[src/rtl/pwm_pkg.sv]
// Shared definitions for the drum-motor PWM stage: default sizing,
// controller states and the duty ramp helper.
package pwm_pkg;

   localparam int PERIOD_TICKS = 100;
   localparam int DUTY_W       = 7;
   localparam int RAMP_STEP    = 1;
   localparam int DEAD_PERIODS = 2;

   typedef enum logic [1:0] {
      IDLE,
      RUN,
      STOP,
      DEAD
   } state_t;

   // Moves cur one ramp step toward goal, landing exactly on goal when closer than a step.
   function automatic int ramp_toward(input int cur, input int goal, input int step);
      if (cur < goal) begin
         return (goal - cur < step) ? goal : cur + step;
      end else if (cur > goal) begin
         return (cur - goal < step) ? goal : cur - step;
      end
      return cur;
   endfunction

endpackage

[src/rtl/pwm_motor_driver_tick_sync_edge.sv]
// Brings the prescaled square wave into the sysclk domain and turns each
// rising edge into a one-cycle tick.
module tick_sync_edge (
   input  logic sysclk,
   input  logic i_rst_n,
   input  logic i_async,
   output logic o_tick
);

   logic sync1;
   logic sync2;
   logic sync_prev;

   // Two-flop synchronizer followed by a registered rising-edge detect.
   always_ff @(posedge sysclk or negedge i_rst_n) begin
      if (!i_rst_n) begin
         sync1     <= 1'b0;
         sync2     <= 1'b0;
         sync_prev <= 1'b0;
         o_tick    <= 1'b0;
      end else begin
         sync1     <= i_async;
         sync2     <= sync1;
         sync_prev <= sync2;
         o_tick    <= sync2 & ~sync_prev;
      end
   end

endmodule

[src/rtl/pwm_motor_driver.sv]
// Soft-ramped, direction-aware PWM pair for the drum-motor H-bridge.
// All command inputs are sampled only at the period boundary so the
// outputs never glitch mid-period; reversals go through ramp-down and
// dead time so both legs are never driven together.
module pwm_motor_driver #(
   parameter int PERIOD_TICKS = pwm_pkg::PERIOD_TICKS,
   parameter int DUTY_W       = pwm_pkg::DUTY_W,
   parameter int RAMP_STEP    = pwm_pkg::RAMP_STEP,
   parameter int DEAD_PERIODS = pwm_pkg::DEAD_PERIODS
) (
   input  logic              sysclk,
   input  logic              i_rst_n,
   input  logic              i_tick_clk,
   input  logic              i_en,
   input  logic [DUTY_W-1:0] i_duty,
   input  logic              i_dir,
   output logic              o_pwm_a,
   output logic              o_pwm_b,
   output logic [DUTY_W-1:0] o_cur_duty,
   output logic              o_busy,
   output logic              o_at_speed
);

   import pwm_pkg::*;

   localparam int CNT_W  = (PERIOD_TICKS > 1) ? $clog2(PERIOD_TICKS) : 1;
   localparam int DEAD_W = (DEAD_PERIODS > 1) ? $clog2(DEAD_PERIODS) : 1;
   localparam logic [CNT_W-1:0]  CNT_LAST  = CNT_W'(PERIOD_TICKS - 1);
   localparam logic [DEAD_W-1:0] DEAD_LAST = DEAD_W'(DEAD_PERIODS - 1);
   localparam logic [DUTY_W-1:0] DUTY_MAX  = DUTY_W'(PERIOD_TICKS);

   logic              tick;
   logic [CNT_W-1:0]  cnt;
   logic [CNT_W-1:0]  cnt_nxt;
   logic              boundary;
   state_t            state;
   logic              dir_lat;
   logic [DEAD_W-1:0] dead_cnt;
   logic [DUTY_W-1:0] cur_duty;
   logic [DUTY_W-1:0] tgt_now;
   logic [DUTY_W-1:0] tgt_lat;
   logic [DUTY_W-1:0] ramp_run;
   logic [DUTY_W-1:0] ramp_stop;
   logic [DUTY_W-1:0] bnd_duty;
   logic              pwm_on_nxt;

   tick_sync_edge u_tick (
      .sysclk  (sysclk),
      .i_rst_n (i_rst_n),
      .i_async (i_tick_clk),
      .o_tick  (tick)
   );

   // Next count, clamped target, ramp candidates and the PWM level for the coming tick.
   always_comb begin
      cnt_nxt   = (cnt == CNT_LAST) ? '0 : cnt + CNT_W'(1);
      boundary  = tick && (cnt == CNT_LAST);
      tgt_now   = !i_en ? '0 : ((i_duty > DUTY_MAX) ? DUTY_MAX : i_duty);
      ramp_run  = DUTY_W'(ramp_toward(int'(cur_duty), int'(tgt_now), RAMP_STEP));
      ramp_stop = DUTY_W'(ramp_toward(int'(cur_duty), 0, RAMP_STEP));
      case (state)
         RUN:     bnd_duty = ramp_run;
         STOP:    bnd_duty = ramp_stop;
         default: bnd_duty = '0;
      endcase
      if (boundary) begin
         pwm_on_nxt = (bnd_duty != '0);
      end else begin
         pwm_on_nxt = (int'(cnt_nxt) < int'(cur_duty)) && (state != DEAD);
      end
   end

   // Period counter, boundary-driven controller and registered bridge legs.
   always_ff @(posedge sysclk or negedge i_rst_n) begin
      if (!i_rst_n) begin
         cnt      <= '0;
         state    <= IDLE;
         dir_lat  <= 1'b0;
         dead_cnt <= '0;
         cur_duty <= '0;
         tgt_lat  <= '0;
         o_pwm_a  <= 1'b0;
         o_pwm_b  <= 1'b0;
      end else if (tick) begin
         cnt     <= cnt_nxt;
         o_pwm_a <= pwm_on_nxt & ~dir_lat;
         o_pwm_b <= pwm_on_nxt & dir_lat;
         if (boundary) begin
            tgt_lat  <= tgt_now;
            cur_duty <= bnd_duty;
            case (state)
               IDLE: begin
                  if (tgt_now != '0) begin
                     dir_lat <= i_dir;
                     state   <= RUN;
                  end
               end
               RUN: begin
                  if (i_dir != dir_lat) begin
                     state <= STOP;
                  end else if ((tgt_now == '0) && (ramp_run == '0)) begin
                     state <= IDLE;
                  end
               end
               STOP: begin
                  if (ramp_stop == '0) begin
                     state    <= DEAD;
                     dead_cnt <= '0;
                  end
               end
               DEAD: begin
                  if (dead_cnt == DEAD_LAST) begin
                     state <= IDLE;
                  end else begin
                     dead_cnt <= dead_cnt + DEAD_W'(1);
                  end
               end
               default: state <= IDLE;
            endcase
         end
      end
   end

   assign o_cur_duty = cur_duty;
   assign o_busy     = (state != IDLE);
   assign o_at_speed = (state == RUN) && (cur_duty == tgt_lat);

endmodule
[config.mk]
export PLATFORM = sky130hd
export DESIGN_NAME = pwm_motor_driver
export DESIGN_NICKNAME = d
export VERILOG_FILES = /design/src/rtl/pwm_pkg.sv /design/src/rtl/pwm_motor_driver_tick_sync_edge.sv /design/src/rtl/pwm_motor_driver.sv
export SDC_FILE = /design/constraint.sdc
export NUM_CORES = 1
export LEC_CHECK = 0
export ABC_CLOCK_PERIOD_IN_PS = 4770
export CORE_MARGIN = 5
export CORE_UTILIZATION = 61
export DETAILED_ROUTE_END_ITERATION = 8
export GPL_TIMING_DRIVEN = 0
export HOLD_SLACK_MARGIN = 0.12
export PLACE_DENSITY = 0.82
export SKIP_CTS_REPAIR_TIMING = 1
export SYNTH_ARGS = -nofsm -noshare
export SYNTH_HDL_FRONTEND = slang
export SYNTH_HIERARCHICAL = 1
export SYNTH_SLANG_ARGS = --single-unit
[constraint.sdc]
create_clock -name sysclk -period 4.77 [get_ports sysclk]
set_input_delay 1.1925 -clock sysclk [delete_from_list [all_inputs] [get_ports sysclk]]
set_output_delay 1.1925 -clock sysclk [all_outputs]
set_load 0.01 [all_outputs]
# ---- After elaboration in Yosys (flattened, before gate mapping)
# Index checks and enable logic that the tools add are counted.
dict set report word_totals {
  register_bits 31
  input_bits 12
  output_inout_bits 11
}
dict set report op_classes {
  addsub 6
  order_cmp 8
  n_eq_ne 11
  n_mux 25
  bitwise 5
  reduce_logical 16
}
# operator count
set ops {}
lappend ops {{$mux W7} 11}
lappend ops {{$logic_not A7 Y1} 3}
lappend ops {{$lt A8 B2 Y1 const B} 2}
lappend ops {{$sub A7 B7 Y8} 2}
lappend ops {{$add A7 B1 Y7 const B} 2}
lappend ops {{$lt A7 B7 Y1} 2}
lappend ops {{$pmux W7 S2} 1}
lappend ops {{$reduce_bool A7 Y1} 2}
lappend ops {{$mux W2} 5}
lappend ops {{$ne A2 B2 Y1 const B} 4}
lappend ops {{$pmux W2 S4} 1}
lappend ops {{$reduce_and A4 Y1} 2}
lappend ops {{$eq A7 B7 Y1} 1}
lappend ops {{$eq A7 B7 Y1 const B} 1}
lappend ops {{$gt A7 B1 Y1 const B} 1}
lappend ops {{$gt A7 B7 Y1} 1}
lappend ops {{$gt A7 B7 Y1 const B} 1}
lappend ops {{$lt A7 B1 Y1 const B} 1}
lappend ops {{$sub A7 B1 Y7 const B} 1}
lappend ops {{$mux W1} 6}
lappend ops {{$reduce_and A6 Y1} 1}
lappend ops {{$eq A2 B2 Y1 const B} 2}
lappend ops {{$logic_and A1 B1 Y1} 4}
lappend ops {{$reduce_bool A2 Y1} 2}
lappend ops {{9 further kinds} 12}

# ---- Logic depth before layout (Yosys ltp)
dict set report logic_depth {
  word_depth 14
  depth_mapped 17
  depth_no_buf 15
}

# ---- By module
# Netlist, hierarchy kept.
# mod n_inst cells_per_inst area_per_inst_um2 seq_area_each_um2
set modules_own_cells {}
lappend modules_own_cells {pwm_motor_driver 1 414 3280.6 675.6}
lappend modules_own_cells {tick_sync_edge 1 5 113.9 100.1}

# ---- Least setup slack after synthesis
# OpenSTA, ideal clock, no wires.
dict set report synth_path {
  path_type {input to register}
  startpoint {input i_duty[6]}
  endpoint {register o_pwm_b}
  setup_time_ps 101
  arrival_time_ps 4722
  setup_slack_ps -53
  path_stages 16
  cell_sequence {nand2_1 > o211ai_1 > inv_1 > ha_1 > fa_1 > nand2b_1 > a2111oi_4 > o21ai_1 > a2111o_1 > and2_1 > buf_6 > a31o_1 > a211oi_2 > a22oi_2 > and4_1 > o32ai_1}
}
dict set report synth_via {
  elab_chain_len 13
}
# item line
set synth_lines {}
lappend synth_lines {{start: declaration} pwm_motor_driver.sv:15} ;# input logic [DUTY_W-1:0] i_duty,
lappend synth_lines {{$gt A7 B7 Y1 *} pwm_motor_driver.sv:58} ;# tgt_now = !i_en ? '0 : ((i_duty > DUTY_MAX) ? DUTY_MAX : i_duty);
lappend synth_lines {{$mux W7 * (2 in a row)} pwm_motor_driver.sv:58}
lappend synth_lines {{named net tgt_now[0]} pwm_motor_driver.sv:40} ;# logic [DUTY_W-1:0] tgt_now;
lappend synth_lines {{$sub A7 B7 Y8} pwm_pkg.sv:22} ;# return (cur - goal < step) ? goal : cur - step;
lappend synth_lines {{$lt A8 B2 Y1} pwm_pkg.sv:22}
lappend synth_lines {{$mux W7} pwm_pkg.sv:22}
lappend synth_lines {{$mux W7} pwm_pkg.sv:21} ;# end else if (cur > goal) begin
lappend synth_lines {{$mux W7} pwm_pkg.sv:19} ;# if (cur < goal) begin
lappend synth_lines {{$mux W7 *} pwm_pkg.sv:24} ;# return cur;
lappend synth_lines {{$pmux W7 S2 *} pwm_motor_driver.sv:61} ;# case (state)
lappend synth_lines {{$reduce_bool A7 Y1 *} pwm_motor_driver.sv:67} ;# pwm_on_nxt = (bnd_duty != '0);
lappend synth_lines {{$mux W1 *} pwm_motor_driver.sv:66} ;# if (boundary) begin
lappend synth_lines {{$and A1 B1 Y1 *} pwm_motor_driver.sv:87} ;# o_pwm_b <= pwm_on_nxt & dir_lat;
lappend synth_lines {{end signal: assignment} pwm_motor_driver.sv:87}
lappend synth_lines {{end: declaration} pwm_motor_driver.sv:18} ;# output logic o_pwm_b,
# Mark *: on every way through the listed nets, which the timed path passes. The rest lies on a longest branch.
# A chain may end at the register's enable or synchronous reset.

# ---- Worst setup path in the final report
dict set report layout_path {
  startpoint {input i_duty[5]}
  endpoint {register state[0]}
}
dict set report layout_via {
  elab_chain_len 13
}
# item line
set layout_lines {}
lappend layout_lines {{$gt A7 B7 Y1 *} pwm_motor_driver.sv:58}
lappend layout_lines {{$mux W7 * (2 in a row)} pwm_motor_driver.sv:58}
lappend layout_lines {{named net tgt_now[0]} pwm_motor_driver.sv:40}
lappend layout_lines {{$sub A7 B7 Y8} pwm_pkg.sv:22}
lappend layout_lines {{$lt A8 B2 Y1} pwm_pkg.sv:22}
lappend layout_lines {{$mux W7} pwm_pkg.sv:22}
lappend layout_lines {{$mux W7} pwm_pkg.sv:21}
lappend layout_lines {{$mux W7} pwm_pkg.sv:19}
lappend layout_lines {{$mux W7} pwm_pkg.sv:24}
lappend layout_lines {{$logic_not A7 Y1} pwm_motor_driver.sv:101} ;# end else if ((tgt_now == '0) && (ramp_run == '0)) begin
lappend layout_lines {{$logic_and A1 B1 Y1} pwm_motor_driver.sv:101}
lappend layout_lines {{$ne A3 B3 Y1 (no source line)} --}
lappend layout_lines {{$reduce_and A6 Y1 (no source line) *} --}
lappend layout_lines {{end signal: assignment} pwm_motor_driver.sv:100} ;# state <= STOP;
lappend layout_lines {{end signal: assignment} pwm_motor_driver.sv:102} ;# state <= IDLE;
lappend layout_lines {{end signal: assignment} pwm_motor_driver.sv:107} ;# state <= DEAD;
lappend layout_lines {{end: declaration} pwm_motor_driver.sv:36} ;# state_t state;
# Marks and branches as above.

==> out/qor.csv <==
stage;metric;value;unit
floorplanning;die_h;84.6;um
timing;hold_viol_final;0;
min_path;hold_class;reg2reg;
global_route;grt_pass1_vias;3324;
synthesis;synth_top_area_share;22.9;%
floorplanning;num_rows;27;
timing;final.setup.worst_slack;-0.210;ns
floorplanning;num_io_pins;23;
worst_setup_path;worstPathMaxFanout;8;
worst_setup_path;max_stage_delay;0.51;ns
cts;cts.root.buffer_cell;clkbuf_8;
worst_setup_path;startpoint;i_duty[5];
cts;cts_tree;yes;
power_and_ir_drop;powerDensity;211;nW/um^2
power_and_ir_drop;peakVddDrop;0.000198;V
floorplanning;die_x;84.6;um
synthesis;synthFlopType;dfrtp_1;
finish;stdcell_count;535;
synthesis;synthCells;419;
drt;post_drt_wl_per_cell;19.6;um
place;place_inst;512;
timing;max_clock_freq;201;MHz
outcome;violations;negative setup slack;
synthesis;synthTopCellsByArea;dfrtp_1, ha_1, xnor2_1;
cts;cts_buffer_depth;2;
timing;finalMaxSlewViolations;0;
timing;fin_skew;0.00606;ns
synthesis;syn_area;3390;sq um
drt;vias_per_cell;6.61;
timing;tightest_slew;0.820;ns
cts;cts_made_buffers;5;
timing;fin_crit_sh;104;%
drt;dr.pass1.iters;6;
worst_setup_path;required;4.99;ns
global_route;grt_max_degree;32;
drt;drc_errors;0;
global_route;grt_overflow;0;
worst_setup_path;critPathArrivalTime;5.20;ns
worst_setup_path;critPathKind;in2reg;
worst_setup_path;cp_common_cell;o211ai_1;
timing;whs;0.354;ns
power_and_ir_drop;p_total;863;uW
synthesis;ys_ff_latch;31;
finish;layout.nets;506;
power_and_ir_drop;combPwrFrac;32.1;%
drt;first_iter_violations;378;
worst_setup_path;cp-start-kind;primary input;
place;gp_congestion;0.960;
finish;area_growth;20.5;%
timing;rsz0062_at_grt;true;
synthesis;synth_enable_flop_cells;0;
timing;tns;-0.697;ns
synthesis;syn_nets;463;
place;dp_hpwl;7660;um
global_route;track_usage;28.4;%
worst_setup_path;critPathCaptureType;flip-flop;
worst_setup_path;r2r-start;o_cur_duty[0];
finish;num_antenna_cells;0;
cts;path_clk_slew;0.07;ns
global_route;busiest_layer;met2;
timing;finalSetupViolCount;5;
place;portBuffers;21;
place;dp_worst_setup_slack;-1.35;ns
finish;final_core_util;74.7;%
power_and_ir_drop;cell_internal_pwr;571;uW
run;drv_cap;0;
global_route;grt_pass1_wl;16500;um
drt;vias;3538;
synthesis;yosysWarnings;6;
timing;slew_headroom;44.9;%
synthesis;syn_avg_cell_area;8.10;sq um
drt;wirelength;10500;um
floorplanning;die_area;7160;sq um
global_route;grt.met1_usage;38.2;%
drt;ant_nets;0;
cts;clk_latency;0.29;ns
worst_setup_path;worstPathCellList;buf_8 -> nand2_4 -> o211ai_1 -> inv_1 -> ha_4 -> fa_2 -> nand2b_4 -> a2111oi_4 -> o21ai_2 -> a2111o_1 -> and2_4 -> a31o_4 -> a211oi_4 -> nor4_4 -> o211ai_1 -> mux2i_1;
floorplanning;start_util;62.0;%
synthesis;async_flop_share;100;%
timing;period_needed;4.98;ns
global_route;grt_use_met2;45.7;%
power_and_ir_drop;p_sw;292;uW
floorplanning;fp.coreArea;5470;sq um
outcome;outcome;finished, violations left;
finish;fillers;425;
global_route;antenna_found_initial;0;
worst_setup_path;critPathSlowestCell;a2111o_1;
synthesis;yosysSeqAreaShare;22.9;%
finish;layout-drive-gt1-share;17.1;%
global_route;grt.met3_usage;4.71;%
power_and_ir_drop;power.leakage;1.75;nW
power_and_ir_drop;netSwitchingFraction;33.8;%
cts;clock-sinks;31;
finish;finalInstanceArea;4090;sq um
synthesis;yosysTopAreaCell;dfrtp_1;
place;dpl_cell_area;3700;sq um
min_path;hold_path.startpoint;u_tick/sync1;
cts;h-tree-depth;2;
power_and_ir_drop;p_seq_share;35.7;%
power_and_ir_drop;clkPwrFrac;32.3;%
synthesis;ys_types;69;
## power groups by stage
stage	Combinational [mW]	Clock (mW)	Sequential, mW
floorplan	0.185	0	0.306
global placement	0.240	0	0.310
detailed placement	0.247	0	0.312
CTS	0.249	0.278	0.307
global route	0.306	0.294	0.311
finish	0.277	0.278	0.308
## area by class of cell
cell class,count,area (sq um),share of cell area (%)
inverter,25,93.8,2.29
buffer,22,98.8,2.42
multi-input combinational,340,2570,62.8
sequential,31,776,19.0
clock inverter,2,35.0,0.857
clock buffer,6,82.6,2.02
timing repair buffer,37,345,8.44
tap,72,90.1,2.20
## synth_stat cells (4+ instances only)
master    count
nand2_1      33
dfrtp_1      31
ha_1         30
o21ai_0      27
a21oi_1      25
inv_1        24
nor2_1       23
xnor2_1      22
nand3_1      17
nor3_1       17
clkbuf_1     14
nand4_1       9
a211oi_1      8
nand2b_1      8
o211ai_1      8
a31oi_1       6
mux2_2        6
xor2_1        6
mux2i_1       5
o21a_1        5
o32ai_1       5
and3_1        4
buf_2         4
o21ai_1       4
## layer usage
layer / vias to the layer above / part of all wire, %
met4: 0 / 3.4
met3: 39 / 7.4
met2: 163 / 47
li1: 1637 / -
met5: - / 0
met1: 1699 / 42
## worst max-delay path: cells and delay by family
kind | cells | cell delay, ns
AOI/OAI and AO/OA | 7 | 2.39
and+or+nand+nor | 4 | 0.57
muxes | 1 | 0.21
adders and majority gates | 2 | 0.58
buffers and inverters | 2 | 0.26
## final timing paths
check	end	slack (ns)	depth (start not counted)
hold reg to reg	u_tick/sync2	0.35	0
max in group asynchronous	tgt_lat[5]	3.34	1
hold / removal	u_tick/sync2	0.35	0
setup reg to reg	state[0]	0.12	14
setup / recovery	state[0]	-0.21	16
min in group asynchronous	o_cur_duty[2]	0.95	1
## layout by cell type (no fill, tap or decap), types with 4 or more instances in the layout
cell type,count
a31oi_1,4
nand4_1,9
o21a_1,5
clkbuf_8,6
buf_2,4
buf_4,16
mux2_2,6
ha_1,29
xnor2_1,22
buf_6,5
clkdlybuf4s50_1,14
o211ai_1,8
nand3_1,16
nand2_1,32
mux2i_1,5
nand2b_1,6
inv_1,24
a21oi_1,23
o21ai_0,25
and3_1,4
xor2_1,6
a211oi_1,8
dfrtp_1,31
nor3_1,16
nor2_1,23
clkbuf_1,13
## logic make-up (layout without fill, tap and decap cells)
family          Yosys count  after routing  synth area share [%]
flops                    31             31                  22.9
compound gates          122            122                  24.9
buf+inv                  48             92                  5.90
fa+ha+maj                32             32                  12.2
simple gates            147            147                  23.4
xor+xnor                 28             28                  7.22
mux                      11             11                  3.46
Note: power is estimated with default switching activity, not from simulation.
